### src/rtl/sync_fifo_param.sv
// Parametrised single-clock FIFO with occupancy count and programmable almost-full/almost-empty flags.
// Optional: define SYNC_FIFO_ERR_EN to add sticky overflow/underflow outputs.
module sync_fifo_param #(
    parameter int unsigned WIDTH    = 8,
    parameter int unsigned DEPTH    = 8,
    parameter int unsigned AF_LEVEL = 6,
    parameter int unsigned AE_LEVEL = 2
) (
    input  logic                   clk,
    input  logic                   rst,
    input  logic                   wr_en,
    input  logic [WIDTH-1:0]       data_in,
    input  logic                   rd_en,
    output logic [WIDTH-1:0]       data_out,
    output logic                   rd_valid,
    output logic                   full,
    output logic                   empty,
    output logic                   almost_full,
    output logic                   almost_empty,
    output logic [$clog2(DEPTH):0] count
`ifdef SYNC_FIFO_ERR_EN
    ,
    output logic                   overflow,
    output logic                   underflow
`endif
);

    localparam int unsigned AW = $clog2(DEPTH);
    localparam int unsigned CW = AW + 1;

    logic [WIDTH-1:0] mem_q [DEPTH];

    logic [AW-1:0]    wr_ptr_q, wr_ptr_d;
    logic [AW-1:0]    rd_ptr_q, rd_ptr_d;
    logic [CW-1:0]    count_q, count_d;
    logic [WIDTH-1:0] data_out_q, data_out_d;
    logic             rd_valid_q, rd_valid_d;
    logic             full_c, empty_c;
    logic             wr_acc_c, rd_acc_c;
`ifdef SYNC_FIFO_ERR_EN
    logic             overflow_q, overflow_d;
    logic             underflow_q, underflow_d;
`endif

    // Flags decode from the registered occupancy only.
    assign full_c  = (count_q == CW'(DEPTH));
    assign empty_c = (count_q == CW'(0));

    // A full FIFO still takes a write when the same edge frees a slot.
    assign wr_acc_c = wr_en & (~full_c | rd_en);
    assign rd_acc_c = rd_en & ~empty_c;

    always_comb begin
        wr_ptr_d   = wr_ptr_q;
        rd_ptr_d   = rd_ptr_q;
        count_d    = count_q;
        data_out_d = data_out_q;
        rd_valid_d = 1'b0;
`ifdef SYNC_FIFO_ERR_EN
        overflow_d  = overflow_q | (wr_en & full_c & ~rd_en);
        underflow_d = underflow_q | (rd_en & empty_c);
`endif
        if (wr_acc_c) begin
            wr_ptr_d = wr_ptr_q + AW'(1);
        end
        if (rd_acc_c) begin
            rd_ptr_d   = rd_ptr_q + AW'(1);
            data_out_d = mem_q[rd_ptr_q];
            rd_valid_d = 1'b1;
        end
        case ({wr_acc_c, rd_acc_c})
            2'b10:   count_d = count_q + CW'(1);
            2'b01:   count_d = count_q - CW'(1);
            default: count_d = count_q;
        endcase
    end

    always_ff @(posedge clk or negedge rst) begin
        if (!rst) begin
            wr_ptr_q    <= '0;
            rd_ptr_q    <= '0;
            count_q     <= '0;
            data_out_q  <= '0;
            rd_valid_q  <= 1'b0;
`ifdef SYNC_FIFO_ERR_EN
            overflow_q  <= 1'b0;
            underflow_q <= 1'b0;
`endif
        end else begin
            wr_ptr_q    <= wr_ptr_d;
            rd_ptr_q    <= rd_ptr_d;
            count_q     <= count_d;
            data_out_q  <= data_out_d;
            rd_valid_q  <= rd_valid_d;
`ifdef SYNC_FIFO_ERR_EN
            overflow_q  <= overflow_d;
            underflow_q <= underflow_d;
`endif
        end
    end

    // Storage is intentionally left unreset.
    always_ff @(posedge clk) begin
        if (wr_acc_c) begin
            mem_q[wr_ptr_q] <= data_in;
        end
    end

    assign data_out     = data_out_q;
    assign rd_valid     = rd_valid_q;
    assign count        = count_q;
    assign full         = full_c;
    assign empty        = empty_c;
    assign almost_full  = (count_q >= CW'(AF_LEVEL));
    assign almost_empty = (count_q <= CW'(AE_LEVEL));
`ifdef SYNC_FIFO_ERR_EN
    assign overflow     = overflow_q;
    assign underflow    = underflow_q;
`endif

endmodule

### config.mk
export PLATFORM = sky130hd
export DESIGN_NAME = sync_fifo_param
export DESIGN_NICKNAME = d
export VERILOG_FILES = /design/src/rtl/sync_fifo_param.sv
export SDC_FILE = /design/constraint.sdc
export NUM_CORES = 1
export LEC_CHECK = 0
export ABC_CLOCK_PERIOD_IN_PS = 2500
export BUFFER_PORTS_ARGS = -buffer_cell sky130_fd_sc_hd__buf_2
export CAP_MARGIN = 20
export CORE_MARGIN = 2
export CORE_UTILIZATION = 53
export CTS_CLUSTER_SIZE = 14
export DETAILED_ROUTE_END_ITERATION = 8
export GPL_TIMING_DRIVEN = 0
export PLACE_DENSITY_LB_ADDON = 0.3
export SKIP_CTS_REPAIR_TIMING = 1
export SYNTH_ARGS = -nofsm -noshare
export SYNTH_HDL_FRONTEND = slang
export SYNTH_SLANG_ARGS = --single-unit
### constraint.sdc
create_clock -name clk -period 2.5 [get_ports clk]
set_clock_uncertainty 0.05 [all_clocks]
set_input_delay 0.5 -clock clk [delete_from_list [all_inputs] [get_ports clk]]
set_output_delay 0.5 -clock clk [all_outputs]
set_load 0.02 [all_outputs]
-- Word level (Yosys, flattened, before mapping)
Memories as Yosys holds them, arrays and structs flattened. A register that Yosys moved wholly into a read port is not among the register bits.
Cells that the tools add are included.
- bits in registers: 11
- memory bits (writable): 64
- output and inout port bits: 17
- word-level logic and storage cells: 26
- memories kept: 1
- add/sub/neg operators: 4
- $lt $le $gt $ge: 2
- equal/unequal tests: 3
- mux-type cells: 4
- bitwise operators: 5
- reductions and logical operators: 3
- memories (memory ; depth ; width ; read ports ; clocked after Yosys merged registers in ; wr ports ; RTL line ; source):
    mem_q ; 8 ; 8 ; 1 ; 1 ; 1 ; 31 ; logic [WIDTH-1:0] mem_q [DEPTH];
- operators by type and width (operator ; count):
    4-bit one-hot mux with 2 select lines ; 1
    3-bit by 1-bit adder with 3-bit output (second input constant) ; 2
    4-bit by 1-bit adder with 4-bit output (second input constant) ; 1
    4-bit == test (second input constant) ; 1
    4-bit by 3-bit >= comparator with 1-bit output (second input constant) ; 1
    4-bit by 2-bit <= comparator with 1-bit output (second input constant) ; 1
    4-bit zero test ; 1
    4-bit by 1-bit subtractor with 4-bit output (second input constant) ; 1
    1-bit two-way mux ; 3
    1-bit AND ; 2
    2-bit by 1-bit == test with 1-bit output (second input constant) ; 1
    2-bit == test (second input constant) ; 1
    1-bit NOT ; 2
    2-bit nonzero test ; 1
    1-bit zero test ; 1
    1-bit OR ; 1

-- Depth between registers and ports, before layout
Gate-level depths: netlist (run 1).
- depth in word-level cells: 6
- depth in mapped cells: 10
- depth with buffers taken out: 9

-- Worst setup path after synthesis (run 1)
OpenSTA, ideal clock, no wires.
- path type: reg2reg
- from: reg count_q[0] (netlist: count[0])
- to: reg count_q[3] (netlist: count[3])
- setup time: 116 ps
- arrival time: 2521 ps
- data required time: 2334 ps
- setup slack: -186 ps
- stages on the path, launching flop included: 10
- period minus slack after synthesis: 2686 ps
- path through: dfrtp_1 buf_6 or4b_4 o21a_4 clkinv_4 ha_1 ha_1 a21oi_1 o21ai_0 o311ai_0
- word-level cells in the longest chain between the ends: 6
- RTL lines (what ; RTL line ; source):
    start, declared ; 35 ; logic [CW-1:0] count_q, count_d;
    start signal, assigned ; 92 ; count_q <= count_d;
    4-bit == test ; 46 ; assign full_c = (count_q == CW'(DEPTH));
    1-bit NOT ; 50 ; assign wr_acc_c = wr_en & (~full_c | rd_en);
    1-bit OR ; 50 ;
    1-bit AND ; 50 ;
    2-bit by 1-bit == test with 1-bit output or 2-bit == test (tied branches) ; 71 ; case ({wr_acc_c, rd_acc_c})
    4-bit one-hot mux with 2 select lines or 2-bit nonzero test (tied branches) ; - ;
Parallel ways exist; a longest one is shown, timed or not.
A chain may end at the register's enable or synchronous reset.

-- Final worst setup path (run 1)
Ends and elaborated chain as after synthesis.

==> impl_metrics.tcl, run 1 <==
set metrics [dict create \
    status "finished, final reports clean" \
    synth.distinct_cells 37 \
    drc 0 \
    hold_viol 0 \
    start_kind "flop" \
    fin_area_um2 4040 \
    vias 1962 \
    cts_tree "done" \
    post-route-min-period_ns 2.44 \
    grt_pass1_wl_um 9720 \
    grt_usage_pct 18.2 \
    antennaDiodeCount 0 \
    clock-sinks 83 \
    routed_via_density 5.54 \
    portBuffers 28 \
    n_fill_cell 475 \
    maxSlewHeadroom_pct 46.0 \
    postRouteAntennaNets 0 \
    die_w_um 84.7 \
    worst_hold_slack_ns 0.0161 \
    placed_area_um2 3750 \
    maxSlewViolCount 0 \
    grt_pass1_vias 1889 \
    antenna_found_initial 0 \
    place_hpwl_um 4290 \
    root_buffer "clkbuf_8" \
    coreArea_um2 6310 \
    clk_pin_slew_ns 0.09 \
    ys_warn_count 0 \
    place_congestion 0.713 \
    pwr_density_cell_nw_per_um2 1180 \
    crit_arrival_ns 2.62 \
    wl_per_cell_um 17.7 \
    tightest_slew_ns 0.806 \
    dieArea_um2 7180 \
    gr-total-overflow 0 \
    ys_ff_latch 83 \
    rows 29 \
    drt_iter0_drc 98 \
    synthesis.area_um2 3450 \
    syn2layout_area_growth_pct 17.1 \
    ios 29 \
    fin_ws_ns 0.0648 \
    hp-class "primary input to asynchronous set/reset pin" \
    drtPass1Iterations 4 \
    max_cap_violations 0 \
    grt_max_degree 20 \
    dp_slack_ns -0.145 \
    ys_seq_area_share_pct 69.4 \
    initial_utilization_pct 54.7 \
    postSynthCellCount 221 \
    peakVddDrop_uv 811 \
    p_leak_nw 1.54 \
    fmax_mhz 411 \
    p_total_mw 4.77 \
    path_class "flop to flop" \
    avgSynthCellArea_um2 15.6 \
    clk_latency_ns 0.35 \
    final_nets 290 \
    cts_made_buffers 9 \
    clockBufferDepth 2 \
    drive_above_1_share_pct 34.7 \
    cp.required_ns 2.68 \
    setup_viol 0 \
    cts.htree.levels 3 \
    totalWireLength_um 6270 \
    cp-end-kind "flop" \
    die_h_um 84.7 \
    path_max_fanout 7 \
    syn-num-nets 239 \
    timing.final.crit_share_pct 97.4 \
]
## cell families after synthesis
kind of cell               share of synthesized area [%]
DFF                                                 69.4
and+or+nand+nor                                     6.01
AOI/OAI and AO/OA                                   7.42
muxes                                               10.1
buffers and inverters                               3.11
xor gates and xnor gates                            1.52
adders and majority gates                           2.39
## Yosys cell counts, drive strengths merged
| library cell | instances | share of area [%] |
|---|---|---|
| o22ai | 8 | 1.4 |
| clkbuf | 1 | 0.11 |
| buf | 9 | 2.0 |
| o21a | 1 | 0.43 |
| a211oi | 1 | 0.22 |
| mux2 | 16 | 5.2 |
| fa | 1 | 0.58 |
| nand2b | 4 | 0.72 |
| xnor2 | 5 | 1.3 |
| nor2b | 1 | 0.18 |
| edfxtp | 64 | 56 |
| nand4b | 1 | 0.25 |
| mux2i | 17 | 4.9 |
| o21ai | 11 | 1.6 |
| ha | 5 | 1.8 |
| a21o | 1 | 0.22 |
| nor2 | 4 | 0.43 |
| xor2 | 1 | 0.25 |
| o41ai | 1 | 0.80 |
| nor3 | 5 | 0.72 |
| or3 | 1 | 0.18 |
| nor4 | 3 | 0.54 |
| nand2 | 21 | 2.4 |
| o311ai | 1 | 0.25 |
| inv | 7 | 0.76 |
| dfrtp | 19 | 14 |
| or4b | 1 | 0.40 |
| a221o | 8 | 2.3 |
| clkinv | 1 | 0.25 |
| nor3b | 1 | 0.22 |
| a21oi | 1 | 0.14 |
## registers in the layout, indices dropped and copies added, names as in the netlist
signal,cells
count,4
wr_ptr_q,3
data_out,8
rd_valid,1
rd_ptr_q,3
mem_q,64
## worst max-delay path: stages, from the launching register on
cell and delay (ns):
dfrtp_2 0.42, buf_6 0.14, or4b_4 0.49, o21a_4 0.26
inv_8 0.06, ha_4 0.16, ha_4 0.14, inv_1 0.08
nor4_2 0.27, nand4b_1 0.15, o311ai_1 0.09
## area by class of cell
| type | instances | area (um2) | area share [%] |
|---|---|---|---|
| Multi-Input combinational cell | 120 | 1010 | 25.1 |
| Buffer | 9 | 71.3 | 1.76 |
| Inverter | 8 | 37.5 | 0.928 |
| Tap cell | 77 | 96.3 | 2.38 |
| Timing Repair Buffer | 41 | 230 | 5.69 |
| Clock buffer | 9 | 124 | 3.06 |
| Clock inverter | 7 | 68.8 | 1.70 |
| Sequential cell | 83 | 2400 | 59.4 |
## per-stage QoR
stage / utilization [%] / cells / TNS (ns)
after CTS: 62.4 / 347 / -0.162
after floorplan: - / 221 / 0
after global routing: 64.1 / 354 / -0.0188
after detailed placement: 59.4 / 331 / -0.145
after global placement: 58.8 / 326 / -2.91
final: 64.1 / 354 / 0
## cell usage in the layout (no fill, tap or decap), types with 2 or more instances in the layout
cell type | netlist | routed
edfxtp_1 | 64 | 64
buf_2 | 1 | 31
nand2_1 | 20 | 20
mux2i_1 | 17 | 17
mux2_2 | 16 | 16
dfrtp_1 | 19 | 16
buf_4 | 3 | 14
clkbuf_8 | 0 | 9
o22ai_1 | 8 | 8
a221o_1 | 8 | 8
inv_1 | 6 | 6
inv_8 | 0 | 5
nor3_1 | 5 | 5
xnor2_1 | 5 | 5
o21ai_0 | 6 | 5
o21ai_1 | 5 | 5
nor2_1 | 4 | 4
nand2b_1 | 4 | 4
buf_6 | 3 | 3
ha_4 | 0 | 3
dfrtp_2 | 0 | 3
nor4_2 | 0 | 2
buf_1 | 2 | 2
ha_1 | 5 | 2
clkinvlp_4 | 0 | 2
## power breakdown
part           switching (mW)  internal (mW)  leakage, nW
sequential              0.176           1.81        0.805
clock                   0.534          0.390       0.0933
combinational            1.05          0.813        0.645
total                    1.76           3.01         1.54
## path summary, 6_finish.rpt
| check | to | cells after the start | slack (ns) | from |
|---|---|---|---|---|
| max in group asynchronous | count[0]$_DFFE_PN0P_ | 1 | 2.07 | rst |
| max reg2reg | count[3]$_DFFE_PN0P_ | 10 | 0.06 | count[0]$_DFFE_PN0P_ |
| min reg2reg | data_out[3]$_DFFE_PN0P_ | 2 | 0.43 | data_out[3]$_DFFE_PN0P_ |
| max | count[3]$_DFFE_PN0P_ | 10 | 0.06 | count[0]$_DFFE_PN0P_ |
| min | wr_ptr_q[1]$_DFFE_PN0P_ | 1 | 0.02 | rst |
| min in group clk | mem_q[6][0]$_DFFE_PP_ | 1 | 0.37 | data_in[0] |
## layer usage
| layer | global-route usage, % | wire length [um] | vias to the layer above |
|---|---|---|---|
| met5 | 0 | 0 | - |
| met4 | 8.23 | 102 | 0 |
| met3 | 4.03 | 223 | 9 |
| met2 | 28.3 | 3050 | 46 |
| met1 | 24.7 | 2900 | 971 |
| li1 | - | - | 936 |
No activity file was read; power rests on OpenSTA's default activity.
==> inputs of run 2 (changes only) <==
--- a/config.mk
+++ b/config.mk
@@ -5,7 +5,7 @@
 export SDC_FILE = /design/constraint.sdc
 export NUM_CORES = 1
 export LEC_CHECK = 0
-export ABC_CLOCK_PERIOD_IN_PS = 2500
+export ABC_CLOCK_PERIOD_IN_PS = 2000
 export BUFFER_PORTS_ARGS = -buffer_cell sky130_fd_sc_hd__buf_2
 export CAP_MARGIN = 20
 export CORE_MARGIN = 2
@@ -13,7 +13,8 @@
 export CTS_CLUSTER_SIZE = 14
 export DETAILED_ROUTE_END_ITERATION = 8
 export GPL_TIMING_DRIVEN = 0
-export PLACE_DENSITY_LB_ADDON = 0.3
+export PLACE_DENSITY = 0.75
+export REMOVE_ABC_BUFFERS = 1
 export SKIP_CTS_REPAIR_TIMING = 1
 export SYNTH_ARGS = -nofsm -noshare
 export SYNTH_HDL_FRONTEND = slang
==> constraint.sdc (replaced) <==
create_clock -name clk -period 2 [get_ports clk]
set_clock_uncertainty 0.05 [all_clocks]
set_input_delay 0.4 -clock clk [delete_from_list [all_inputs] [get_ports clk]]
set_output_delay 0.4 -clock clk [all_outputs]
set_load 0.02 [all_outputs]
==> impl_metrics.tcl, run 2 (same netlist as run 1, synthesis figures left out) <==
set metrics [dict create \
    rsz0062_at_grt "true" \
    antenna_found_initial 0 \
    place_congestion 0.685 \
    maxSlewHeadroom_pct 49.4 \
    worstHoldStart "data_in[4]" \
    postRouteAntennaNets 0 \
    path_max_fanout 7 \
    clock-sinks 83 \
    dieArea_um2 7180 \
    fmax_mhz 417 \
    pwr_density_cell_nw_per_um2 1540 \
    initial_utilization_pct 54.7 \
    clk_pin_slew_ns 0.08 \
    drc 0 \
    r2r-start "count[0]$_DFFE_PN0P_" \
    post-route-util_pct 66.9 \
    coreArea_um2 6310 \
    peakVddDrop_uv 1030 \
    final_nets 290 \
    rows 29 \
    clk_latency_ns 0.35 \
    cp-end-kind "flop" \
    cts.htree.levels 3 \
    grt_max_degree 35 \
    layout_commonest_cell "edfxtp_1" \
    hp-class "primary input to flop" \
    wl_per_cell_um 19.0 \
    p_leak_nw 1.60 \
    ios 29 \
    maxSlewViolCount 0 \
    startpoint "count[0]$_DFFE_PN0P_" \
    setup_viol 11 \
    drtPass1Iterations 4 \
    clockBufferDepth 2 \
    antennaDiodeCount 0 \
    layout_common_cells "edfxtp_1 (64), buf_2 (27), nand2_1 (19), buf_4 (19), mux2i_1 (17)" \
    cts_tree "done" \
    grt_pass1_vias 1902 \
    timing.final.crit_share_pct 120 \
    vias 1983 \
    regMostFlops "mem_q" \
    n_fill_cell 441 \
    drt_iter0_drc 144 \
    path_class "flop to flop" \
    syn2layout_area_growth_pct 22.3 \
    totalWireLength_um 6700 \
    gr-total-overflow 0 \
    place_hpwl_um 4000 \
    max_cap_violations 0 \
    hold_viol 0 \
    violations "negative setup slack" \
    fin_ws_ns -0.398 \
    cp.required_ns 2.17 \
    die_w_um 84.7 \
    routed_via_density 5.62 \
    status "finished, violations left" \
    drive_above_1_share_pct 39.1 \
    dp_slack_ns -1.14 \
    cts_made_buffers 9 \
    tightest_slew_ns 0.757 \
    grt_usage_pct 19.3 \
    grt_pass1_wl_um 9980 \
    post-route-min-period_ns 2.40 \
    largest_register_ffs 64 \
    start_kind "flop" \
    crit_arrival_ns 2.57 \
    root_buffer "clkbuf_8" \
    portBuffers 28 \
    die_h_um 84.7 \
]
-- run 2: cell count changes in the layout (fill, tap and decap cells not counted), moves of 2 or more --
cell	delta
nor3_1	-4
bufinv_16	+4
buf_1	-2
o21ai_0	-2
buf_4	+5
dfrtp_1	-2
inv_8	-4
nor2_4	+3
nor2_1	-3
o21ai_1	+2
buf_2	-4
nor3_4	+4
-- run 2: worst max-delay path, stage by stage, from the launching register on --
cell and delay [ns]:
dfrtp_2 0.45, or4b_4 0.53, o21a_4 0.26, inv_8 0.06
ha_4 0.16, ha_1 0.26, a21oi_4 0.17, o21ai_1 0.09
nand4b_1 0.13, o311ai_2 0.10
-- run 2: power breakdown --
part | switching, mW | internal, mW
combinational | 1.20 | 1.06
clock | 0.602 | 0.953
sequential | 0.446 | 2.27
total | 2.25 | 4.28
-- run 2: metal layers --
layer | up-vias | share of wire [%] | track usage, %
li1 | 943 | - | -
met1 | 970 | 41 | 25.1
met2 | 59 | 51 | 31.4
met3 | 11 | 6.0 | 3.54
met4 | 0 | 1.9 | 9.38
met5 | - | 0 | 0
-- run 2: path summary, 6_finish.rpt --
kind	endpoint	slack, ns	cells past startpoint
worst max-delay path	count[3]$_DFFE_PN0P_	-0.40	9
worst min-delay path	mem_q[7][4]$_DFFE_PP_	0.27	1
worst max register to register	count[3]$_DFFE_PN0P_	-0.40	9
worst min register to register	data_out[7]$_DFFE_PN0P_	0.43	2
max in group asynchronous	rd_ptr_q[0]$_DFFE_PN0P_	1.05	2
min in group asynchronous	data_out[3]$_DFFE_PN0P_	0.48	2
-- run 2: final cells by class --
type | count | area (um2) | share of cell area (%)
sequential | 83 | 2410 | 56.9
multi-input combinational | 120 | 1100 | 26.1
timing repair buffer | 50 | 322 | 7.61
clock inverter | 6 | 136 | 3.23
clock buffer | 9 | 124 | 2.93
tap | 77 | 96.3 | 2.28
inverter | 8 | 37.5 | 0.888
-- run 2: per-stage QoR --
step                      cells  TNS, ns  hold slack [ns]  area, um2  power, mW
after CTS                   335   -14.84          -0.0497       3920       6.09
after global placement      316   -35.07            0.327       3620       4.44
final                       353    -1.02            0.271       4230       6.53
after detailed placement    320   -13.07            0.334       3660       4.54
after global routing        353    -1.64            0.262       4230       6.88
after floorplan             211    -6.88           0.0544       3380       3.93
